File: src/rtl/fdiv_ctrl_pkg.sv
// Shared types and constants for the FP divide issue controller.
// The divider takes DIV_ITER_CYC cycles from issue until busy drops.
package fdiv_ctrl_pkg;

   typedef enum logic [1:0] {
      IDLE  = 2'd0,
      RUN   = 2'd1,
      DRAIN = 2'd2,
      WB    = 2'd3
   } state_t;

   localparam int DIV_ITER_CYC  = 16;
   localparam int DRAIN_CYC_DEF = 3;
   localparam int MAX_WAIT_DEF  = DIV_ITER_CYC + 4;
   localparam int CNT_W         = 5;

   function automatic logic [CNT_W-1:0] sat_inc(input logic [CNT_W-1:0] v);
      return (v == {CNT_W{1'b1}}) ? v : v + {{(CNT_W-1){1'b0}}, 1'b1};
   endfunction

endpackage

File: src/rtl/fdiv_hazard_cmp.sv
// Flags an ID-stage instruction that touches the in-flight divide destination,
// or is itself another divide, while a divide is pending.
module fdiv_hazard_cmp
   import fdiv_ctrl_pkg::*;
#(
   parameter int REG_W = 5
) (
   input  logic [REG_W-1:0] i_fd_q,
   input  logic             i_div_pending,
   input  logic             i_id_fdiv,
   input  logic [REG_W-1:0] i_id_fd,
   input  logic [REG_W-1:0] i_id_fs,
   input  logic [REG_W-1:0] i_id_ft,
   input  logic             i_id_use_fs,
   input  logic             i_id_use_ft,
   input  logic             i_id_fwe,
   output logic             o_hazard
);

   logic w_fs_hit;
   logic w_ft_hit;
   logic w_fd_hit;

   assign w_fs_hit = i_id_use_fs & (i_id_fs == i_fd_q);
   assign w_ft_hit = i_id_use_ft & (i_id_ft == i_fd_q);
   assign w_fd_hit = i_id_fwe    & (i_id_fd == i_fd_q);
   assign o_hazard = i_div_pending & (w_fs_hit | w_ft_hit | w_fd_hit | i_id_fdiv);

endmodule

File: src/rtl/fdiv_issue_ctrl.sv
// Issues a divide to the Newton divider, freezes the pipe while it iterates,
// drains FPU stages e1..e3 and performs the one-cycle FP register write-back.
module fdiv_issue_ctrl
   import fdiv_ctrl_pkg::*;
#(
   parameter int REG_W     = 5,
   parameter int DRAIN_CYC = DRAIN_CYC_DEF,
   parameter int MAX_WAIT  = MAX_WAIT_DEF
) (
   input  logic             i_clk,
   input  logic             i_clrn,
   input  logic             i_id_fdiv,
   input  logic [REG_W-1:0] i_id_fd,
   input  logic [REG_W-1:0] i_id_fs,
   input  logic [REG_W-1:0] i_id_ft,
   input  logic             i_id_use_fs,
   input  logic             i_id_use_ft,
   input  logic             i_id_fwe,
   input  logic             i_div_busy,
   input  logic [4:0]       i_div_count,
   output logic             o_fdiv,
   output logic             o_ena,
   output logic             o_pipe_stall,
   output logic             o_wb_fwe,
   output logic [REG_W-1:0] o_wb_fd,
   output logic             o_div_pending,
   output logic             o_err
);

   localparam logic [CNT_W-1:0] MAX_WAIT_C   = CNT_W'(MAX_WAIT);
   localparam logic [CNT_W-1:0] DRAIN_LAST_C = CNT_W'(DRAIN_CYC - 1);
   localparam state_t           DRAIN_ENTRY  = (DRAIN_CYC > 1) ? DRAIN : WB;

   state_t           r_state;
   state_t           w_state_nxt;
   logic [REG_W-1:0] r_fd_q;
   logic [CNT_W-1:0] r_wait_cnt;
   logic [CNT_W-1:0] r_drain_cnt;
   logic             r_err;

   logic             w_req;
   logic             w_pending;
   logic             w_hazard;
   logic             w_run_done;
   logic             w_issue;
   logic             w_wdog;
   logic             w_busy_err;
   logic [CNT_W-1:0] w_wait_inc;
   logic [CNT_W-1:0] w_drain_inc;

   // Request is masked during reset so every output idles while clrn is low.
   assign w_req       = i_id_fdiv & i_clrn;
   assign w_pending   = (r_state == RUN) | (r_state == DRAIN);
   assign w_run_done  = ~i_div_busy & (i_div_count != 5'd0);
   assign w_wait_inc  = sat_inc(r_wait_cnt);
   assign w_drain_inc = sat_inc(r_drain_cnt);
   assign o_err       = r_err;

   fdiv_hazard_cmp #(.REG_W(REG_W)) u_hazard (
      .i_fd_q        (r_fd_q),
      .i_div_pending (w_pending),
      .i_id_fdiv     (w_req),
      .i_id_fd       (i_id_fd),
      .i_id_fs       (i_id_fs),
      .i_id_ft       (i_id_ft),
      .i_id_use_fs   (i_id_use_fs),
      .i_id_use_ft   (i_id_use_ft),
      .i_id_fwe      (i_id_fwe),
      .o_hazard      (w_hazard)
   );

   // Next-state and handshake outputs; the busy-fall cycle already counts as the first drain cycle.
   always_comb begin
      w_state_nxt   = r_state;
      o_fdiv        = 1'b0;
      o_ena         = 1'b1;
      o_pipe_stall  = 1'b0;
      o_wb_fwe      = 1'b0;
      o_wb_fd       = {REG_W{1'b0}};
      o_div_pending = w_pending;
      w_issue       = 1'b0;
      w_wdog        = 1'b0;
      w_busy_err    = 1'b0;
      case (r_state)
         IDLE: begin
            w_issue      = w_req & ~w_hazard & ~i_div_busy;
            o_fdiv       = w_issue;
            o_pipe_stall = w_req;
            o_ena        = ~w_issue;
            if (w_issue) begin
               w_state_nxt = RUN;
            end else begin
               w_state_nxt = IDLE;
            end
         end
         RUN: begin
            if (w_run_done) begin
               o_ena        = 1'b1;
               o_pipe_stall = w_hazard;
               w_state_nxt  = DRAIN_ENTRY;
            end else if (w_wait_inc >= MAX_WAIT_C) begin
               o_ena        = 1'b0;
               o_pipe_stall = 1'b1;
               w_wdog       = 1'b1;
               w_state_nxt  = IDLE;
            end else begin
               o_ena        = 1'b0;
               o_pipe_stall = 1'b1;
               w_state_nxt  = RUN;
            end
         end
         DRAIN: begin
            o_ena        = 1'b1;
            o_pipe_stall = w_hazard;
            w_busy_err   = i_div_busy;
            if (r_drain_cnt >= DRAIN_LAST_C) begin
               w_state_nxt = WB;
            end else begin
               w_state_nxt = DRAIN;
            end
         end
         WB: begin
            o_wb_fwe     = 1'b1;
            o_wb_fd      = r_fd_q;
            o_pipe_stall = w_req;
            w_state_nxt  = IDLE;
         end
         default: begin
            w_state_nxt = IDLE;
         end
      endcase
   end

   // State, latched destination, saturating counters and sticky error.
   always_ff @(posedge i_clk or negedge i_clrn) begin
      if (!i_clrn) begin
         r_state     <= IDLE;
         r_fd_q      <= {REG_W{1'b0}};
         r_wait_cnt  <= {CNT_W{1'b0}};
         r_drain_cnt <= {CNT_W{1'b0}};
         r_err       <= 1'b0;
      end else begin
         r_state <= w_state_nxt;
         if (w_wdog | w_busy_err) begin
            r_err <= 1'b1;
         end
         if (w_issue) begin
            r_fd_q     <= i_id_fd;
            r_wait_cnt <= {CNT_W{1'b0}};
         end else if (r_state == RUN) begin
            r_wait_cnt <= w_wait_inc;
         end
         if ((r_state == RUN) && w_run_done) begin
            r_drain_cnt <= {{(CNT_W-1){1'b0}}, 1'b1};
         end else if (r_state == DRAIN) begin
            r_drain_cnt <= w_drain_inc;
         end
      end
   end

endmodule

File: config.mk
export PLATFORM = sky130hd
export DESIGN_NAME = fdiv_issue_ctrl
export DESIGN_NICKNAME = d
export VERILOG_FILES = /design/src/rtl/fdiv_ctrl_pkg.sv /design/src/rtl/fdiv_hazard_cmp.sv /design/src/rtl/fdiv_issue_ctrl.sv
export SDC_FILE = /design/constraint.sdc
export NUM_CORES = 1
export LEC_CHECK = 0
export BUFFER_PORTS_ARGS = -buffer_cell sky130_fd_sc_hd__buf_2
export CELL_PAD_IN_SITES_DETAIL_PLACEMENT = 1
export CELL_PAD_IN_SITES_GLOBAL_PLACEMENT = 2
export CORE_UTILIZATION = 33
export CTS_BUF_LIST = sky130_fd_sc_hd__clkbuf_8
export CTS_CLUSTER_DIAMETER = 50
export DETAILED_ROUTE_END_ITERATION = 16
export GPL_ROUTABILITY_DRIVEN = 0
export PLACE_DENSITY = 0.94
export SYNTH_ARGS = -nofsm -noshare
export SYNTH_HDL_FRONTEND = slang
export SYNTH_SLANG_ARGS = --single-unit
File: constraint.sdc
create_clock -name i_clk -period 3.32 [get_ports i_clk]
set_clock_uncertainty 0.1 [all_clocks]
set_input_delay 0.332 -clock i_clk [delete_from_list [all_inputs] [get_ports i_clk]]
set_output_delay 0.332 -clock i_clk [all_outputs]
set_load 0.02 [all_outputs]
# Word-level counts from Yosys, hierarchy flattened
# Cells that the tools add are included.
# Widths: inputs -> output; s select.
# totals
register_bits,18
inputBits,27
out_inout_bits,11
elab_cells,63
# classes
add_sub_neg,2
order_cmp,2
n_eq_ne,9
mux,22
bitwise,16
reduce_logical,7
# ops
op,n
$mux 5,7
$eq 5x5->1,3
$mux 1,11
$add 5x1->5 const B,2
$eq 5x5->1 const B,2
$and 1x1->1,8
$pmux 2 s4,1
$ge 5x2->1 const B,1
$ge 5x5->1 const B,1
$or 1x1->1,5
$reduce_bool 5->1,1
$eq 2x2->1 const B,2
$reduce_bool 2->1,2
$not 1->1,3
$pmux 1 s3,1
$eq 2x1->1 const B,1
$logic_not 2->1,1
$mux 2,1
$ne 2x1->1 const B,1
$pmux 1 s2,1
$reduce_and 2->1,1
$reduce_or 2->1,1
$logic_and 1x1->1,1

# Logic depth before layout (Yosys ltp)
# Gate-level depths: netlist of run 1.
# logic_depth
depth_word,11
depth_mapped,8
mapped_depth_nobuf,7

# Cells and area by module
# From an unflattened synthesis of run 1, not the netlist that was laid out.
# hier_totals
cells_unflattened,126
hier_area_um2,1217.4
# modules_own_cells
module,n_inst,cells_each,area_each_um2,seq_area_each_um2
fdiv_issue_ctrl,1,103,1041.0,450.4
fdiv_hazard_cmp,1,23,176.4,0.0

# Worst setup path before layout of run 1
# OpenSTA, ideal clock, no wires.
# synth_path
path_kind,reg2out
from,reg r_state[0]
to,out o_ena
arrival_ns,1.721
required_ns,2.888
path_slack_ns,1.167
path_stages_with_launch,6
path_buffers,1
path_cell_list,dfrtp_1 > inv_1 > ha_1 > nor4_4 > buf_4 > o21ai_0
# synth_via
elab_chain_len,8
elab_cells_between_ends,10
classes_between,eq/ne (2); mux (1); bitwise (6); reduce/logical (1)
# synth_lines
element,line_no,text
start: declaration,fdiv_issue_ctrl.sv:34,state_t r_state;
start signal: assignment,fdiv_issue_ctrl.sv:143,r_state <= w_state_nxt;
$eq 2x1->1 or $eq 2x2->1 (tied branches),fdiv_issue_ctrl.sv:53,assign w_pending = (r_state == RUN) | (r_state == DRAIN);
$or 1x1->1 *,fdiv_issue_ctrl.sv:53,
named net o_div_pending,fdiv_issue_ctrl.sv:26,"output logic o_div_pending,"
$and 1x1->1 *,fdiv_hazard_cmp.sv:27,assign o_hazard = i_div_pending & (w_fs_hit | w_ft_hit | w_fd_hit | i_id_fdiv);
$not 1->1 *,fdiv_issue_ctrl.sv:86,w_issue = w_req & ~w_hazard & ~i_div_busy;
$and 1x1->1 * (2 in series),fdiv_issue_ctrl.sv:86,
$not 1->1 *,fdiv_issue_ctrl.sv:89,o_ena = ~w_issue;
$pmux 1 s2 *,fdiv_issue_ctrl.sv:84,case (r_state)
end: declaration,fdiv_issue_ctrl.sv:22,"output logic o_ena,"
# Mark *: on every way through the listed nets, which the timed path passes. The rest lies on a longest branch.

# Worst setup path after layout of run 1
# layout_path
from,in i_clrn
to,out o_fdiv
# layout_via
elab_chain_len,7
# layout_lines
element,line_no,text
start: declaration,fdiv_issue_ctrl.sv:11,"input logic i_clrn,"
$and 1x1->1 *,fdiv_issue_ctrl.sv:52,assign w_req = i_id_fdiv & i_clrn;
$or 1x1->1,fdiv_hazard_cmp.sv:27,
$and 1x1->1,fdiv_hazard_cmp.sv:27,
$not 1->1,fdiv_issue_ctrl.sv:86,
$and 1x1->1 * (2 in series),fdiv_issue_ctrl.sv:86,
$mux 1 *,fdiv_issue_ctrl.sv:84,
end: declaration,fdiv_issue_ctrl.sv:21,"output logic o_fdiv,"
# Mark *: on every way between the ends. The rest lies on a longest branch, timed or not.

==> metrics list, run 1 <==
- Vias: 1054
- The critical path starts at i_clrn.
- Setup violations remaining at the end of the flow were counted as 0.
* CTS Sinks: 18
- The wire-length estimate of the detail-placed layout is 2510 µm.
- In this run the power density over the cells is 762 nW/µm².
* Final period util: 0.835
* Number of buffers inserted by port buffering: 37
- The initial antenna violation count was 0.
* Ranking of synthesized cells by area: dfrtp_1 (37%), xnor2_1 (11%), ha_1 (8.2%)
- Sum of routed wire length over all layers: 3080 µm
- The number of setup buffers added after CTS is 0.
* Number of global-route vias before repair: 1167
* Height of the die: 62.9 µm
* Max Cap Viol: 0
- Hold crit path type: in -> reg
* Async S/R FF share, synth: 1.00
- Entering global routing, the biggest net connects 20 pins.
- Slew at the pin closest to its max-slew limit: 0.688 ns
- Average wire length per cell after detail routing: 14.4 µm
- Status: finished, final reports clean
- By area, the combinational part of the netlist is dominated by simple AND/OR/NAND/NOR gates.
* EDFF count, synth: 0
- Register-to-Register Path Depth: 7
* Biggest area consumer among synthesized cells: dfrtp_1
- Filler cell count: 416
* Top-count cell post-synth: dfrtp_1
* Number of diodes added for antenna fixing: 0
- Slew margin rel.: 0.538
- In this run the cell area of the synthesized design comes to 1220 µm².
- Across the VDD grid, the largest voltage drop is 306 µV.
- Maximum frequency from static timing analysis: 361 MHz
- Clock edge transition at the registers on the reported setup and hold paths: 0.07 ns
- Relative to the synthesized area, the layout overhead comes to 24.4%.
- Each instance of the synthesized netlist takes up on average 9.57 µm².
* Simple-gate share of the synthesized area: 0.201
- Flip-flop and latch count after synthesis: 18
* Distinct cell type count of the synthesized netlist: 33
- GR Util All Layers: 0.174
- For the finished layout, the period the worst path requires is 2.77 ns.
- Area share of fa/ha/maj cells after synthesis: 0.0817
- Data arrives at the worst endpoint at 2.34 ns.
- Endpoints failing hold: 0
- Worst path slowest cell: dlygate4sd3_1
- Hold worst-path end: r_fd_q[0]$_DFFE_PN0P_
- Syn nets: 163
- After global routing the overflow that remains totals 0.
- The fraction of the mapped netlist area in compound gates was 0.120.
* Top cells by instance count after synthesis: dfrtp_1 (18), xnor2_1 (16), nand2_1 (12), nor2_1 (12), ha_1 (8)
- The worst setup path is launched from an input pin.
- Among all flip-flop cells after synthesis, the most frequent one is dfrtp_1.
- The die covers 3960 µm².
- In the final timing run, aggregate negative setup slack is 0 ns.
* Core box area: 3440 µm²
- Worst path max stage delay: 0.52 ns
- Hold slack final: 0.238 ns
- The detail route stage leaves a number of antenna-violating nets equal to 0.
- Setup slack on the worst flop-to-flop path: 1.25 ns
* First-pass GRT wire length: 5410 µm
- The critical path crosses 6 cells after its start point.
* Detail-routed via count per cell: 4.93
- At the worst endpoint, the required time is 2.89 ns.
- WHS Path Cells: 2
- Synthesis handed over a netlist of 128 instances.
* Min-Delay Startpoint: i_id_fd[0]
* Number of synthesis warnings: 0
- During I/O placement, the number of pins put on the boundary was 38.
- CTS built an H-tree with a depth of 1.
- Post-synthesis share of cell area spent on xor and xnor gates: 0.136
- The startpoint identified for the worst register-to-register timing path is r_drain_cnt[1]$_DFFE_PN0P_.
- The share of the Yosys chip area taken by registers is 0.368.
- TritonCTS built the clock tree.
- In the routed design, unresolved DRC markers number 0.
- Worst setup path category: in -> out
- Among cell families on the critical path, the largest total delay comes from buffers and inverters.
* Reg-to-reg critical path endpoint: r_drain_cnt[3]$_DFFE_PN0P_
- Measured along the x axis, the die boundary spans 62.9 µm.
- Fraction of layout instances using a drive strength above 1: 0.315
* Number of design-rule violations left by the first detailed-router iteration: 14
- Clock root buffer: clkbuf_8
* Fraction of synthesized area in multiplexers: 0.0623
* Area share of the largest cell type after synthesis: 0.368
* Final #Nets: 204
- The initial utilization of the core area, before any placement, comes to 0.356.
- Setup repair after global routing left no endpoint under its margin.
* Cell-by-cell trace of the critical path: dlygate4sd3_1, buf_2, nand2_1, nor4_4, buf_4, buf_2
- The floorplan has 21 rows.
* Number of detailed-route iterations in the first pass: 4
- Critical Path End Type: output port
* Final Max Slew Viols: 0
- For this design the static power due to leakage is 0.713 nW.
* Bufs and invs on worst path: 4
* Most frequent CP cell: buf_2
* Insertion delay to the later sink of the worst-skew pair: 0.25 ns
* Num CTS Buffers: 3
- In this run the deepest clock path goes through 2 buffers.
- Maximum net fanout on the critical path: 19
-- power by group --
group          switching (mW)  leakage [nW]  internal [mW]
logic                   0.284         0.460          0.256
registers               0.128         0.225          0.312
clock network          0.0770        0.0288          0.105
-- how the worst max path moves through the flow --
stage	slack, ns	to
2_1_floorplan	1.17	o_ena
3_3_place_gp	1.17	o_ena
3_5_place_dp	1.05	o_fdiv
4_1_cts	0.51	o_fdiv
5_1_grt	0.28	o_fdiv
6_report	0.55	o_fdiv
-- cells in the final DEF (no fill, tap or decap), types with 2 or more instances in the layout --
| cell type | Yosys | routed |
|---|---|---|
| a21oi_1 | 5 | 5 |
| a31oi_1 | 2 | 2 |
| and2_1 | 5 | 5 |
| and4_1 | 2 | 2 |
| buf_2 | 1 | 37 |
| clkbuf_8 | 0 | 4 |
| dfrtp_1 | 18 | 18 |
| ha_1 | 8 | 8 |
| inv_1 | 6 | 6 |
| mux2_2 | 5 | 5 |
| mux2i_1 | 2 | 2 |
| nand2_1 | 12 | 12 |
| nand4_1 | 4 | 4 |
| nor2_1 | 12 | 12 |
| nor3_1 | 3 | 3 |
| o21ai_0 | 7 | 7 |
| o22ai_1 | 2 | 2 |
| xnor2_1 | 16 | 16 |
| xor2_1 | 3 | 3 |
-- sequential cells by signal, indices dropped and copies added (netlist names), named ones only --
signal and count:
r_drain_cnt 5, r_fd_q 5, r_state 1, o_err 1
r_wait_cnt 5
-- layer usage --
metal / vias up / track usage / share of wire
met3: 2 / 0.0365 / 0.050
met2: 35 / 0.308 / 0.50
met5: - / 0 / 0
met1: 493 / 0.215 / 0.44
met4: 0 / 0.0349 / 0.0081
li1: 524 / - / -
-- cell families (layout without fill, tap and decap cells) --
kind of cell / Yosys count / count (layout)
compound gates: 22 / 22
xor+xnor: 19 / 19
fa+ha+maj: 8 / 8
buf+inv: 9 / 49
flops: 18 / 18
mux: 7 / 7
simple gates: 45 / 45
-- cell type report --
cell class / count / area [µm²] / share of cell area
sequential: 18 / 450 / 0.296
inverter: 6 / 22.5 / 0.0148
tap: 46 / 57.6 / 0.0378
clock buffer: 4 / 55.1 / 0.0361
multi-input combinational: 101 / 736 / 0.483
timing repair buffer: 39 / 203 / 0.133
-- timing repair --
item / CTS / global route
endpoints found under the hold margin: 18 / 0
gates resized for setup: 0 / 0
hold buffers: 1 / 0
-- stage by stage --
stage | power [mW] | instances | instance area (µm²) | util | setup slack (ns)
6_report | 1.16 | 214 | 1520 | 0.443 | 0.546
5_1_grt | 1.27 | 214 | 1520 | 0.443 | 0.285
4_1_cts | 1.18 | 214 | 1520 | 0.443 | 0.510
3_5_place_dp | 0.990 | 209 | 1460 | 0.424 | 1.05
3_3_place_gp | 0.950 | 209 | 1460 | 0.424 | 1.17
2_1_floorplan | 0.829 | 128 | 1220 | - | 1.17
No activity file was read; power rests on OpenSTA's default activity.
==> run 2: changes to the inputs <==
--- a/config.mk
+++ b/config.mk
@@ -8,12 +8,12 @@
 export BUFFER_PORTS_ARGS = -buffer_cell sky130_fd_sc_hd__buf_2
 export CELL_PAD_IN_SITES_DETAIL_PLACEMENT = 1
 export CELL_PAD_IN_SITES_GLOBAL_PLACEMENT = 2
-export CORE_UTILIZATION = 33
+export CORE_UTILIZATION = 31
 export CTS_BUF_LIST = sky130_fd_sc_hd__clkbuf_8
 export CTS_CLUSTER_DIAMETER = 50
 export DETAILED_ROUTE_END_ITERATION = 16
 export GPL_ROUTABILITY_DRIVEN = 0
-export PLACE_DENSITY = 0.94
+export PLACE_DENSITY = 0.9
 export SYNTH_ARGS = -nofsm -noshare
 export SYNTH_HDL_FRONTEND = slang
 export SYNTH_SLANG_ARGS = --single-unit
==> constraint.sdc (replaced) <==
create_clock -name i_clk -period 2.65 [get_ports i_clk]
set_clock_uncertainty 0.1 [all_clocks]
set_input_delay 0.265 -clock i_clk [delete_from_list [all_inputs] [get_ports i_clk]]
set_output_delay 0.265 -clock i_clk [all_outputs]
set_load 0.02 [all_outputs]
==> metrics list, run 2 (synthesis results as in run 1) <==
* Status: finished, final reports clean
- The deepest level of the CTS H-tree is 1 (unchanged).
* Portion of total power attributed to the clock network: 0.156 (about the same)
- Worst-case vdd ir drop: 350 µV (+14%)
- Leaving out fill and tap cells, the most frequent cell in the layout is buf_2.
- DPL Wire Length: 2470 µm (-1.3%)
* I/O Pins: 38 (unchanged)
* Area taken by multi-input logic gates: 736 µm² (unchanged)
* Clock edge transition at the registers on the reported setup and hold paths: 0.07 ns (about the same)
- In this run the worst hold path is classified as in -> reg.
- The net switching fraction of the power was 0.421 (about the same).
- The number of nets in the layout was 205 (+0.49%).
- The number of port buffers is 37 (unchanged).
- Clock tree from TritonCTS: built
* Min Tclk post-route: 2.24 ns
- Critical Path End Type: output port
- The largest driver fanout on the critical path came to 5 (-14).
- Detailed-route DRC error count: 0 (unchanged)
- Setup TNS after final layout: 0 ns (unchanged)
- Slew margin rel.: 0.602 (+0.0640)
- The number of iterations in the first detailed-routing pass came to 4 (unchanged).
- The largest registers in the layout are r_drain_cnt: 5 flops, r_fd_q: 5 flops, r_wait_cnt: 5 flops.
* GR Util All Layers: 0.163 (-0.0112)
- Area of all sequential standard cells: 450 µm² (unchanged)
* Leakage power total: 0.718 nW (+0.67%)
* Startpoint kind of the worst setup timing path: register
- The number of standard-cell rows in the floorplan is 22 (+4.8%).
- The count of hold buffers inserted by post-cts repair came to 1 (unchanged).
- Walking the worst path, the cells encountered are inv_1, ha_1, inv_1, o21ai_0, a21oi_1, o22ai_1, o21ai_0, buf_2.
* WP data arrival: 1.87 ns (-0.47 ns)
- Count of cells resized by post-cts repair: 0 (unchanged)
* Final period util: 0.845
- The count of endpoints failing setup in the final report was 0 (unchanged).
- The hold violation total from the final report was 0 (unchanged).
* Worst setup path category: reg -> out
- Antenna violations before repair: 0 (unchanged)
* Num CTS Buffers: 3 (unchanged)
- Power Density: 952 nW/µm² (+25%)
* Average wire length per cell after detail routing: 13.9 µm (-3.0%)
* Number of global-route vias before repair: 1097 (-6.0%)
* Width of the die: 64.9 µm (+3.1%)
* Internal portion of total power: 0.846 mW (+26%)
* Filler cell count: 451 (+8.4%)
- Setup repair after global routing left no endpoint under its margin.
- Detail-routed via count per cell: 4.96 (+0.68%)
- The final antenna diode count was 0 (unchanged).
- Pin count of the biggest net entering global routing: 19 (-5.0%)
* Sw power: 0.615 mW (+26%)
- Count of buffers added by post-CTS timing repair for setup: 0 (unchanged)
- The height of the die came to 64.9 µm (+3.1%).
- The delay of the slowest cell on the worst path came to 0.41 ns (-0.11 ns).
- The maximum buffer depth of the clock tree was 2 (unchanged).
- Slew at the pin closest to its max-slew limit: 0.593 ns (-0.0952 ns)
* Insertion delay to the later sink of the worst-skew pair: 0.26 ns (about the same)
- Highest-count cells in the layout ignoring fill and taps: buf_2 (37), dfrtp_1 (18), xnor2_1 (16)
- Share of total power in combinational logic: 0.466 (+0.002)
- Final Max Slew Viols: 0 (unchanged)
- The sequential fraction of design power was 0.377 (-0.002).
- Data required time at the worst endpoint: 2.29 ns (-0.60 ns)
- For this run, the top clock speed supported by timing is 447 MHz.
* Max Cap Viol: 0 (unchanged)
* Die outline area: 4210 µm² (+6.2%)
- Sum of routed wire length over all layers: 3030 µm (-1.7%)
- Post-route ant nets: 0 (unchanged)
- Fraction of layout instances using a drive strength above 1: 0.320 (+0.00405)
* Starting density of the core: 0.330 (-0.0262)
- The number of sinks on the clock net came to 18 (unchanged).
* Core box area: 3720 µm² (+8.0%)
- First-pass GRT wire length: 5110 µm (-5.6%)
* Overall Power: 1.46 mW (+26%)
* Worst path slowest cell: dfrtp_1
* Vias: 1076 (+2.1%)
- The tree is rooted in a clkbuf_8.
- Sum of overflow across all layers after global routing: 0 (unchanged)
- Area Overhead vs Synth: 25.2%
- Number of design-rule violations left by the first detailed-router iteration: 29 (+15)
run 2: cell types whose count changed in the layout (fill, tap and decap cells not counted):
cell   previous run  this run
buf_4             1         2
run 2: final timing paths:
check | cells past startpoint | slack [ns] | endpoint | from
worst max-delay path | 8 | 0.41 | o_pipe_stall | r_state[0]$_DFF_PN0_
worst min-delay path | 2 | 0.17 | r_fd_q[1]$_DFFE_PN0P_ | i_id_fd[1]
worst max register to register | 7 | 0.60 | r_drain_cnt[3]$_DFFE_PN0P_ | r_drain_cnt[0]$_DFFE_PN0P_
worst min register to register | 1 | 0.38 | o_err$_DFFE_PN0P_ | o_err$_DFFE_PN0P_
max in group asynchronous | 3 | 1.84 | r_fd_q[1]$_DFFE_PN0P_ | i_clrn
min in group asynchronous | 3 | 0.42 | r_drain_cnt[0]$_DFFE_PN0P_ | i_clrn
run 2: area by class of cell:
type	instances	area share
timing repair buffer	40	0.137
sequential	18	0.294
clock buffer	4	0.0359
multi-input combinational	101	0.480
tap	48	0.0392
inverter	6	0.0147
run 2: power by group through the flow:
stage	combinational, mW	sequential (mW)	clock, mW
after floorplan	0.517	0.521	0
after global placement	0.649	0.540	0
after detailed placement	0.689	0.557	0
after CTS	0.696	0.553	0.234
after global routing	0.761	0.578	0.248
final	0.681	0.552	0.229
run 2: metrics by stage:
step	area (µm²)	utilization	setup WS (ns)	instances	hold slack, ns
final	1530	0.413	0.411	217	0.167
after global routing	1530	0.413	0.230	217	0.174
after CTS	1530	0.413	0.394	217	0.166
after detailed placement	1470	0.395	0.625	212	0.176
after global placement	1470	0.395	0.709	212	0.178
after floorplan	1220	-	0.564	128	-0.131
run 2: metal layers:
layer | track usage | vias to the layer above | part of all wire
met5 | 0 | - | 0
met4 | 0.0583 | 0 | 0.013
met3 | 0.0387 | 5 | 0.062
met2 | 0.283 | 45 | 0.48
met1 | 0.193 | 500 | 0.45
li1 | - | 526 | -
run 2: critical path, delay by kind of cell, from the launching register on:
| family | cells | cell delay (ns) |
|---|---|---|
| adder cells (fa/ha/maj) | 1 | 0.37 |
| buffers and inverters | 3 | 0.35 |
| flip-flops | 1 | 0.41 |
| AO/OA/AOI/OAI | 4 | 0.48 |
==> run 3: changes to the inputs <==
--- a/config.mk
+++ b/config.mk
@@ -8,12 +8,12 @@
 export BUFFER_PORTS_ARGS = -buffer_cell sky130_fd_sc_hd__buf_2
 export CELL_PAD_IN_SITES_DETAIL_PLACEMENT = 1
 export CELL_PAD_IN_SITES_GLOBAL_PLACEMENT = 2
-export CORE_UTILIZATION = 31
+export CORE_UTILIZATION = 28
 export CTS_BUF_LIST = sky130_fd_sc_hd__clkbuf_8
 export CTS_CLUSTER_DIAMETER = 50
 export DETAILED_ROUTE_END_ITERATION = 16
 export GPL_ROUTABILITY_DRIVEN = 0
-export PLACE_DENSITY = 0.9
+export PLACE_DENSITY = 0.86
 export SYNTH_ARGS = -nofsm -noshare
 export SYNTH_HDL_FRONTEND = slang
 export SYNTH_SLANG_ARGS = --single-unit
==> constraint.sdc (replaced) <==
create_clock -name i_clk -period 2 [get_ports i_clk]
set_clock_uncertainty 0.1 [all_clocks]
set_input_delay 0.2 -clock i_clk [delete_from_list [all_inputs] [get_ports i_clk]]
set_output_delay 0.2 -clock i_clk [all_outputs]
set_load 0.02 [all_outputs]
==> metrics list, run 3 (synthesis results as in run 1) <==
* Inst Count DP: 218 (+2.8%)
- The setup slack after placement is 0.0777 ns (-0.547 ns).
* Kind of cell with the highest combined delay on the critical path: buffers and inverters
- The total power was 2.19 mW (+50%).
- The number of vias per cell was 4.83 (-2.7%).
- Worst-case vdd ir drop: 691 µV (+97%)
- Filler cell count: 497 (+10%)
- The source-to-sink clock delay at the later pin of the worst-skew pair came to 0.26 ns (about the same).
- Status: finished, final reports clean
- The critical path in this run is classified as reg -> out.
- The slew at the pin closest to its max-slew limit is 0.638 ns (+0.0458 ns).
- The die outline area was 4640 µm² (+10%).
- Number of standard cells in the final layout excluding fillers: 230 (+6.0%)
- The final wirelength is 3490 µm (+15%).
- The worst setup path is captured at an output port.
- The largest registers in the layout are r_drain_cnt: 5 flops, r_fd_q: 5 flops, r_wait_cnt: 5 flops.
- The routed wirelength normalized by instance count is 15.2 µm (+8.8%).
- Detailed-route DRC error count: 0 (unchanged)
- Vias: 1110 (+3.2%)
- Area Overhead vs Synth: 36.8%
- The share of the core filled with cells in the final layout was 0.410 (-0.00281).
- The cell sitting at the root of the clock tree is a clkbuf_8.
- The number of port buffers is 37 (unchanged).
- STA classifies the critical path startpoint as a register.
- The hold violation total from the final report is 0 (unchanged).
* Sum of overflow across all layers after global routing: 0 (unchanged)
* Least setup slack across all paths after layout: 0.0352 ns (-0.376 ns)
- Max Cap Viol: 0 (unchanged)
* Most common cell after layout, fill and taps aside: buf_2
- Pin count of the biggest net entering global routing: 19 (unchanged)
* Leakage power total: 0.778 nW (+8.4%)
- The instance area after placement was 1500 µm² (+2.2%).
- In the finished design, the share of the clock period the worst path needs comes to 0.982.
* Setup repair after global routing missed its margin: yes
- The maximum buffer depth of the clock tree came to 2 (unchanged).
* Slew margin rel.: 0.571 (-0.0308)
* Number of core rows: 23 (+4.5%)
- The number of sinks on the clock net is 18 (unchanged).
* Number of detailed-route iterations in the first pass: 2 (-2)
- The initial antenna violation count is 0 (unchanged).
* Register-to-Register Path Depth: 7 (unchanged)
- Most frequent CP cell: buf_4
* Start of the worst register-to-register path: r_drain_cnt[0]$_DFFE_PN0P_
- The area of the core region came to 4090 µm² (+10%).
- The number of top-level pins was 38 (unchanged).
- Highest-count cells in the layout ignoring fill and taps: buf_2 (36), xnor2_1 (15), dfrtp_1 (14)
- Worst path slowest cell: dfrtp_1
- Endpoints failing setup: 0 (unchanged)
- WP data arrival: 1.66 ns (-0.21 ns)
- Power Density: 1300 nW/µm² (+37%)
- Hold crit path type: in -> reg
- Setup slack on the worst flop-to-flop path: 0.16 ns (-0.44 ns)
* Starting density of the core: 0.300 (-0.0299)
- The number of DRC markers in iteration 0 is 21 (-28%).
- The number of CTS-inserted buffers is 3 (unchanged).
- The wire length of the first global-routing pass came to 5450 µm (+6.8%).
- Worst path max stage delay: 0.39 ns (-0.02 ns)
- Reg-to-reg critical path endpoint: r_drain_cnt[0]$_DFFE_PN0P_
* Cell-by-cell trace of the critical path: buf_4, ha_2, inv_2, buf_4, nor2_1, o22ai_1, o21ai_1, buf_4
- The height of the die came to 68.1 µm (+5.1%).
* Bufs and invs on worst path: 4 (+1)
* WHS Path Cells: 2 (unchanged)
* Clock tree from TritonCTS: built
* Post-route ant nets: 0 (unchanged)
* Min-Delay Startpoint: i_id_fd[2]
- DPL Wire Length: 2680 µm (+8.3%)
- Final Max Slew Viols: 0 (unchanged)
* Min Tclk post-route: 1.96 ns
* Number of diodes added for antenna fixing: 0 (unchanged)
- Maximum net fanout on the critical path: 4 (-1)
- The deepest level of the CTS H-tree is 1 (unchanged).
* Hold slack final: 0.109 ns (-0.0575 ns)
- Number of global-route vias before repair: 1182 (+7.7%)
- The number of nets in the layout is 216 (+5.4%).
- Width of the die: 68.1 µm (+5.1%)
* Fraction of layout instances using a drive strength above 1: 0.444 (+0.125)
* Post-route cell area: 1680 µm² (+9.2%)
* GR Util All Layers: 0.163 (-0.000355)
* Maximum frequency from static timing analysis: 509 MHz
- Hold worst-path end: r_fd_q[2]$_DFFE_PN0P_
* Data required time at the worst endpoint: 1.70 ns (-0.59 ns)
- The post-CTS clock slew at the launch and capture registers of the worst setup and hold paths is 0.08 ns (about the same).
- The setup total negative slack is 0 ns (unchanged).
==> run 3: cell count changes in the layout (fill, tap and decap cells not counted), moves of 2 or more <==
cell	delta
inv_1	-4
buf_4	+11
ha_1	-3
ha_2	+2
inv_2	+3
o21ai_0	-3
o21ai_1	+2
dfrtp_1	-4
dfrtp_2	+4
==> run 3: power by group <==
group | internal [mW] | leakage [nW] | switching [mW]
Clock | 0.175 | 0.0288 | 0.126
Combinational | 0.586 | 0.529 | 0.552
Sequential | 0.526 | 0.220 | 0.220
==> run 3: worst max path at each step <==
stage                          startpoint                          to  slack [ns]  depth (start not counted)
2_1_floorplan        r_state[0]$_DFF_PN0_       r_fd_q[2]$_DFFE_PN0P_        0.01                          5
3_3_place_gp                     register       r_fd_q[2]$_DFFE_PN0P_        0.17                          5
3_5_place_dp   r_drain_cnt[0]$_DFFE_PN0P_  r_drain_cnt[0]$_DFFE_PN0P_        0.08                          7
4_1_cts                          register                       o_ena        0.02                          6
5_1_grt             r_fd_q[4]$_DFFE_PN0P_                o_pipe_stall       -0.07                          6
6_report             r_state[0]$_DFF_PN0_                o_pipe_stall        0.04                          8
==> run 3: area by class of cell <==
class / instances / area (µm²) / area share
tap: 50 / 62.6 / 0.0373
inverter: 6 / 25.0 / 0.0149
multi-input combinational: 101 / 778 / 0.465
sequential: 18 / 455 / 0.272
clock buffer: 4 / 55.1 / 0.0329
timing repair buffer: 51 / 299 / 0.178
==> run 3: repair_timing <==
action                     in CTS  in global routing
setup buffers                   5                  2
hold buffers                    1                  0
hold endpoints to repair       18                  0
resized for setup               5                 16
setup endpoints to repair       3                  6
pin swaps                       1                  5
==> run 3: per-layer routing <==
metal	wire [µm]	vias to the layer above	global-route usage
met1	1420	523	0.190
met4	18	0	0.0339
met3	207	2	0.0467
li1	-	548	-
met5	0	-	0
met2	1840	37	0.292
